**src/rtl/gam_seq_sqrt_pkg.sv**
```systemverilog
// gam_seq_sqrt shared types and widths.
// Holds the FSM encoding and the norm-path radicand width.
package gam_seq_sqrt_pkg;

   typedef enum logic [1:0] {
      IDLE,
      CALC,
      DONE
   } sqrt_state_t;

   localparam int SQRT_IN_W = 32;

   localparam int VECTOR_LEN = 4;
   localparam int ELEM_W     = 15;

   // sum of VECTOR_LEN squares, padded up to an even width
   function automatic int norm_in_w(input int vlen, input int ew);
      int w;
      w = 2 * ew + $clog2(vlen);
      return w + (w % 2);
   endfunction

   localparam int NORM_IN_W = norm_in_w(VECTOR_LEN, ELEM_W);

endpackage

```
**src/rtl/gam_seq_sqrt_step.sv**
```systemverilog
// gam_seq_sqrt_step: one combinational digit-by-digit root iteration.
// Consumes two radicand bits, yields the next remainder and root.
module gam_seq_sqrt_step #(
   parameter int OUT_W = 16
) (
   input  logic [OUT_W+1:0] rem_acc,
   input  logic [OUT_W-1:0] root_acc,
   input  logic [1:0]       rad_bits,
   output logic [OUT_W+1:0] rem_nxt,
   output logic [OUT_W-1:0] root_nxt
);

   logic [OUT_W+3:0] t;
   logic [OUT_W+3:0] trial;
   logic [OUT_W+3:0] d;
   logic [OUT_W+3:0] sel;
   logic [1:0]       unused_hi;
   logic             ge;

   assign t     = {rem_acc, rad_bits};
   assign trial = {2'b00, root_acc, 2'b01};
   assign ge    = (t >= trial);
   assign d     = t - trial;
   assign sel   = ge ? d : t;

   // remainder never exceeds 2*root, so the top bits are always zero
   assign {unused_hi, rem_nxt} = sel;
   assign root_nxt = {root_acc[OUT_W-2:0], ge};

endmodule

```
**src/rtl/gam_seq_sqrt.sv**
```systemverilog
// gam_seq_sqrt: handshaked fixed-latency integer square root.
// Define GAM_SQRT_ROUND_EN to round out_root to nearest.
module gam_seq_sqrt
   import gam_seq_sqrt_pkg::*;
#(
   parameter int IN_W = SQRT_IN_W
) (
   input  logic                 clk,
   input  logic                 rst_n,
   input  logic                 in_valid,
   output logic                 in_ready,
   input  logic [IN_W-1:0]      in_data,
   output logic                 out_valid,
   input  logic                 out_ready,
   output logic [IN_W/2-1:0]    out_root,
   output logic [IN_W/2:0]      out_rem,
   output logic                 busy
);

   localparam int OUT_W = IN_W / 2;
   localparam int IT_W  = (OUT_W > 1) ? $clog2(OUT_W) : 1;
   localparam logic [IT_W-1:0] LAST = IT_W'(OUT_W - 1);

   sqrt_state_t state, state_nxt;

   logic [IN_W-1:0]  rad;
   logic [OUT_W+1:0] rem_acc;
   logic [OUT_W-1:0] root_acc;
   logic [IT_W-1:0]  iter;
   logic [OUT_W+1:0] rem_nxt;
   logic [OUT_W-1:0] root_nxt;
   logic             load;
   logic             step;

   gam_seq_sqrt_step #(
      .OUT_W(OUT_W)
   ) u_step (
      .rem_acc (rem_acc),
      .root_acc(root_acc),
      .rad_bits(rad[IN_W-1:IN_W-2]),
      .rem_nxt (rem_nxt),
      .root_nxt(root_nxt)
   );

   always_ff @(posedge clk or negedge rst_n) begin
      if (!rst_n) begin
         state <= IDLE;
      end else begin
         state <= state_nxt;
      end
   end

   always_comb begin
      state_nxt = state;
      load      = 1'b0;
      step      = 1'b0;
      unique case (state)
         IDLE: begin
            if (in_valid) begin
               load      = 1'b1;
               state_nxt = CALC;
            end
         end
         CALC: begin
            step = 1'b1;
            if (iter == LAST) state_nxt = DONE;
         end
         DONE: begin
            if (out_ready) state_nxt = IDLE;
         end
         default: state_nxt = IDLE;
      endcase
   end

   always_ff @(posedge clk or negedge rst_n) begin
      if (!rst_n) begin
         rad      <= '0;
         rem_acc  <= '0;
         root_acc <= '0;
         iter     <= '0;
      end else if (load) begin
         rad      <= in_data;
         rem_acc  <= '0;
         root_acc <= '0;
         iter     <= '0;
      end else if (step) begin
         rad      <= {rad[IN_W-3:0], 2'b00};
         rem_acc  <= rem_nxt;
         root_acc <= root_nxt;
         iter     <= iter + 1'b1;
      end
   end

   assign in_ready  = (state == IDLE);
   assign out_valid = (state == DONE);
   assign busy      = (state != IDLE);
   assign out_rem   = rem_acc[OUT_W:0];

`ifdef GAM_SQRT_ROUND_EN
   logic rnd_up;

   // round up when the remainder passes the half point; saturate at max
   assign rnd_up   = (state == DONE)
                   && (rem_acc[OUT_W:0] > {1'b0, root_acc})
                   && !(&root_acc);
   assign out_root = rnd_up ? root_acc + 1'b1 : root_acc;
`else
   assign out_root = root_acc;
`endif

endmodule

```
**config.mk**
```make
export PLATFORM = sky130hd
export DESIGN_NAME = gam_seq_sqrt
export DESIGN_NICKNAME = d
export VERILOG_FILES = /design/src/rtl/gam_seq_sqrt_pkg.sv /design/src/rtl/gam_seq_sqrt_step.sv /design/src/rtl/gam_seq_sqrt.sv
export SDC_FILE = /design/constraint.sdc
export NUM_CORES = 1
export LEC_CHECK = 0
export BUFFER_PORTS_ARGS = -buffer_cell sky130_fd_sc_hd__buf_2
export CAP_MARGIN = 20
export CORE_AREA = 2 2 111 113
export DETAILED_ROUTE_END_ITERATION = 6
export DIE_AREA = 0 0 113 115
export SYNTH_ARGS = -nofsm -noshare
export SYNTH_HDL_FRONTEND = slang
export SYNTH_SLANG_ARGS = --single-unit
```
**constraint.sdc**
```tcl
create_clock -name clk -period 2.34 [get_ports clk]
set_input_delay 0.234 -clock clk [delete_from_list [all_inputs] [get_ports clk]]
set_output_delay 0.234 -clock clk [all_outputs]
set_load 0.005 [all_outputs]
```
==> After elaboration in Yosys (flattened, before gate mapping) <==
Cells that the tools add are included.
{ "classes": {"eq_ne": 6, "magnitude_cmp": 1, "n_reduce_logical": 4, "addsub": 2, "mux": 16} }
{ "ops": {"columns": ["operator", "n"], "rows": [
  ["32-bit 2-to-1 mux", 2],
  ["18-bit 2-to-1 mux", 3],
  ["16-bit 2-to-1 mux", 2],
  ["20-bit by 18-bit >= comparator with 1-bit output", 1],
  ["18-bit subtractor", 1],
  ["4-bit 2-to-1 mux", 2],
  ["2-bit 2-to-1 mux", 3],
  ["2-bit one-hot mux with 3 select lines", 1],
  ["4-bit by 1-bit adder with 4-bit output, second input constant", 1],
  ["4-bit == test, second input constant", 1],
  ["2-bit inequality test, second input constant", 2],
  ["2-bit nonzero test", 2],
  ["1-bit 2-to-1 mux", 3],
  ["3-bit AND reduction", 1],
  ["2-bit by 1-bit == test with 1-bit output, second input constant", 1],
  ["2-bit == test, second input constant", 1],
  ["2-bit logical NOT", 1],
  ["2-bit by 1-bit inequality test with 1-bit output, second input constant", 1]
]} }
{ "word_totals": {"register_bits": 72, "out_inout_bits": 36, "elab_cells": 34, "input_bits": 36} }

==> Longest topological paths before layout <==
{ "logic_depth": {"depth_word": 4, "ltp_mapped": 10, "depth_no_buf": 9} }

==> Hierarchy <==
A second synthesis with hierarchy kept.
{ "hier_totals": {"hier_cells": 528, "hier_area_um2": 4546.9} }
{ "modules_own_cells": {"columns": ["module", "area_each_um2", "n_inst", "cells_per_inst", "seq_area_each_um2"], "rows": [
  ["gam_seq_sqrt", 3109.2, 1, 334, 1801.7],
  ["gam_seq_sqrt_step", 1437.6, 1, 194, 0.0]
]} }

==> Least setup slack after synthesis <==
No wires, ideal clock.
{ "synth_path": {"path_type": "register -> register", "from": "register root_acc[3], in the netlist out_root[3]", "to": "register rem_acc[11]", "stages_incl_launch_ff": 11, "required_time_ns": 2.208, "path_buffers": 1, "slack_ns": 0.085, "period_less_slack_ns": 2.255, "setup_time_ns": 0.132, "arrival_ns": 2.122, "path_cell_list": "dfrtp_1 -> inv_1 -> ha_1 -> and4_1 -> and2b_1 -> a41oi_1 -> a41o_1 -> a21oi_4 -> buf_6 -> mux2i_1 -> o21ai_1"} }
{ "synth_between": {"elab_chain_len": 4, "elab_cells_between_ends": 5, "classes_between": "add/sub: 1; order compare: 1; mux: 3"} }
{ "synth_rtl": {"columns": ["item", "line", "source"], "rows": [
  ["start, declared", "gam_seq_sqrt.sv:28", "logic [OUT_W-1:0] root_acc;"],
  ["start signal, assigned", "gam_seq_sqrt.sv:89", "root_acc <= root_nxt;"],
  ["18-bit subtractor / 20-bit by 18-bit >= comparator with 1-bit output (equally long branches)", "gam_seq_sqrt_step.sv:23, gam_seq_sqrt_step.sv:22", null],
  ["18-bit 2-to-1 mux *", "gam_seq_sqrt_step.sv:24", "assign sel = ge ? d : t;"],
  ["18-bit 2-to-1 mux *", "gam_seq_sqrt.sv:86", "end else if (step) begin"],
  ["18-bit 2-to-1 mux *", "gam_seq_sqrt.sv:81", "end else if (load) begin"],
  ["end signal, assigned", "gam_seq_sqrt.sv:88", "rem_acc <= rem_nxt;"],
  ["end, declared", "gam_seq_sqrt.sv:27", "logic [OUT_W+1:0] rem_acc;"]
]} }
Mark *: on every way between the ends. The rest lies on a longest branch, timed or not. The select of a mux whose other input is x is not followed.
A chain may end at the register's enable or synchronous reset.

==> Worst setup path after layout <==
{ "layout_path": {"from": "register rem_acc[7]", "to": "register rem_acc[3]"} }
{ "layout_between": {"elab_chain_len": 4} }
{ "layout_rtl": {"columns": ["item", "line", "source"], "rows": [
  ["20-bit by 18-bit >= comparator with 1-bit output", "gam_seq_sqrt_step.sv:22", "assign ge = (t >= trial);"],
  ["18-bit 2-to-1 mux", "gam_seq_sqrt_step.sv:24", null],
  ["18-bit 2-to-1 mux", "gam_seq_sqrt.sv:86", null],
  ["18-bit 2-to-1 mux", "gam_seq_sqrt.sv:81", null]
]} }
Every way passes these cells. The select of a mux whose other input is x is not followed.

==> results_dict.tcl <==
set metrics [dict create \
    main_area_contributors_after_synthesis "sky130_fd_sc_hd__dfrtp_1 45%, sky130_fd_sc_hd__nand2_1 9.5%, sky130_fd_sc_hd__ha_1 5.9%" \
    post_synth_most_frequent_cells "102 x sky130_fd_sc_hd__nand2_1, 72 x sky130_fd_sc_hd__dfrtp_1, 31 x sky130_fd_sc_hd__a22oi_1" \
    clk_transition_reported_paths_ns 0.06 \
    detailed_place_hpwl_um 7010 \
    drt-pass1-iter-count 7 \
    cts_tree "yes" \
    slew_headroom_pct 46.4 \
    min_path_cells 3 \
    grt_first_pass_wirelength_um 17000 \
    postSynthNetCount 507 \
    crit_path_end_kind "flop" \
    finalHoldViolations 0 \
    num_antenna_cells 0 \
    required_ns 2.55 \
    critPathBufInv 3 \
    synthCells 452 \
    routed-via-count 3586 \
    design.die.area_sq_um 13000 \
    p_leak_nw 2.62 \
    detail_route.vias_per_cell 5.06 \
    grt_overflow_total 0 \
    clock-sinks 72 \
    cts_htree_levels 3 \
    syn-cell-area_sq_um 4040 \
    postRouteAntennaNets 0 \
    floorplan.core_area_sq_um 11800 \
    setup.worst_path.class "flop to flop" \
    clock_period_minus_final_worst_setup_slack_ns 2.31 \
    route.detailed.wl_per_inst_um 14.5 \
    worst-slew-pin-transition_ns 0.802 \
    detailedRoute.firstIterationViolations 188 \
    clock_insertion_delay_worst_skew_ns 0.35 \
    clk_root_buffer_cell "sky130_fd_sc_hd__clkbuf_16" \
    vdd.ir_drop.worst_mv 0.548 \
    most_numerous_cell_in_the_yosys_netlist "sky130_fd_sc_hd__nand2_1" \
    critPathMaxFanout 3 \
    grt_max_degree 47 \
    outcome "finished, violations left" \
    total_power_mw 9.88 \
    fin_worst_skew_ns 0.0118 \
    synth-edff-count 0 \
    max_cap_violations 0 \
    globalRouteTotalUtil_pct 16.5 \
    place_congestion 0.883 \
    worst_path_dominant_cell_family "compound AO/OA/AOI/OAI gates" \
    vias_in_the_first_global_route 3563 \
    antenna_found_initial 0 \
    die_width_um 113 \
    design.final.nets 611 \
    critical_path_depth 11 \
    drt-total-wl_um 10200 \
    yosysSeqAreaShare_pct 44.7 \
    rsz0062_at_grt "true" \
    slowest_stage "sky130_fd_sc_hd__dfrtp_1" \
    min-delay-path-class "input pin to flop" \
    crit_share_post_route_pct 98.8 \
    yosys.area.top_type "sky130_fd_sc_hd__dfrtp_1" \
    postSynthAreaPerCell_sq_um 8.93 \
    cts_buffer_depth 2 \
    r2r_cells 11 \
    design.portCount 72 \
    route.detailed.drc 2 \
    synth.yosys.warnings 0 \
    synthDistinctLibCells 46 \
    port_buf_inserts 71 \
    path_cells "ha_4 > buf_4 > a21o_1 > a21o_1 > a22oi_2 > a41o_1 > a21oi_4 > buf_6 > buf_6 > mux2i_2 > o21ai_1" \
    place.detailed.instances 678 \
    worstPathArrival_ns 2.53 \
    crit_path_start_kind "flop" \
    setup_viol 0 \
    crit_path_max_cell_delay_ns 0.42 \
    postSynthRegisterBits 72 \
    placementRows 40 \
    netlist.area_leader.share_pct 44.7 \
    power_density_nw_per_um2 1840 \
    cts-buffers-inserted 9 \
    failed_checks "design-rule violations" \
    final-instance-count-excl-fill 708 \
    synth_flop_cell "sky130_fd_sc_hd__dfrtp_1" \
    initial_core_util_pct 34.2 \
    area_delta_synth_final_pct 32.9 \
    die_height_um 115 \
    proportion_of_synthesized_flip_flops_having_asynchronous_set_or_reset_pct 100 \
    fmax_ghz 0.432 \
    final.fill_count 1159 \
    slew_viols_final 0 \
    final_layout_size_suffix_gt1_share_pct 32.6 \
]
==> logic make-up (layout without fill, tap and decap cells) <==
logic type	after synthesis	after routing	synth area share [%]
AO/OA/AOI/OAI	121	121	19.7
XOR/XNOR	12	12	2.60
adder cells (fa/ha/maj)	19	19	5.89
buffers and inverters	62	171	7.63
flip-flops	72	72	44.7
multiplexers	12	12	3.01
AND/OR/NAND/NOR	154	154	16.5
==> final timing paths <==
path	startpoint	endpoint	slack [ns]
max in group asynchronous	rst_n	rem_acc[17]	1.20
min	in_data[0]	rad[0]	0.07
max reg2reg	rem_acc[7]	rem_acc[3]	0.03
min reg2reg	rad[23]	rad[23]	0.48
min in group asynchronous	rst_n	out_root[8]	0.41
max	rem_acc[7]	rem_acc[3]	0.03
==> sequential cells by signal, summed over array words and instances (netlist names) <==
register,count
out_root,16
rad,32
state,2
iter,4
rem_acc,18
==> report_power, final <==
group / switching, mW / internal [mW]
clock network: 0.566 / 0.759
logic: 3.11 / 3.20
registers: 0.392 / 1.86
==> worst reg2reg max path, cell delays in order, from the launching register on <==
cell,delay [ns]
sky130_fd_sc_hd__dfrtp_1,0.42
sky130_fd_sc_hd__ha_4,0.26
sky130_fd_sc_hd__buf_4,0.13
sky130_fd_sc_hd__a21o_1,0.17
sky130_fd_sc_hd__a21o_1,0.17
sky130_fd_sc_hd__a22oi_2,0.18
sky130_fd_sc_hd__a41o_1,0.27
sky130_fd_sc_hd__a21oi_4,0.09
sky130_fd_sc_hd__buf_6,0.14
sky130_fd_sc_hd__buf_6,0.11
sky130_fd_sc_hd__mux2i_2,0.18
sky130_fd_sc_hd__o21ai_1,0.07
==> layout make-up <==
type / instances / area (sq um) / share of cell area, %
inverter: 23 / 86.3 / 1.61
tap: 147 / 184 / 3.43
clock inverter: 6 / 51.3 / 0.957
clock buffer: 10 / 239 / 4.46
timing repair buffer: 132 / 862 / 16.1
multi-input combinational: 318 / 2140 / 39.9
sequential: 72 / 1800 / 33.6
==> stage by stage <==
stage	utilization [%]	hold slack, ns	TNS (ns)	setup WS (ns)	cell area (sq um)
5_1_grt	45.4	0.0804	-0.887	-0.0921	5360
6_report	45.4	0.0748	0	0.0272	5360
3_5_place_dp	40.1	0.243	-0.257	-0.0698	4730
4_1_cts	43.2	0.0647	0	0.00286	5100
3_3_place_gp	40.1	0.251	0	0.0128	4730
2_1_floorplan	-	-0.0616	0	0.0854	4040
==> per-layer routing <==
metal	vias to the layer above	wire length (um)	global-route usage [%]
met4	0	178	5.77
met3	15	682	5.75
met2	96	4870	26.9
met1	1702	4520	20.6
met5	-	0	0
li1	1773	-	-
==> cell usage in the layout (no fill, tap or decap), drive strengths merged, types with 4 or more instances in the layout <==
master,count
inv,25
buf,131
nand2,102
nor3,5
dfrtp,72
xor2,4
o21a,5
clkbuf,10
xnor2,8
ha,19
nand3,15
mux2i,11
a21o,5
nor2,11
nor2b,4
o211ai,5
a22oi,31
a21oi,12
o21ai,45
==> timing repair <==
item,in CTS,in global routing
hold buffers,1,0
gates resized for setup,5,38
endpoints found under the hold margin,20,0
pin swaps,5,20
cloned,1,0
endpoints found under the setup margin,13,19
setup buffers,3,11
Power figures use the tool's default switching activity.
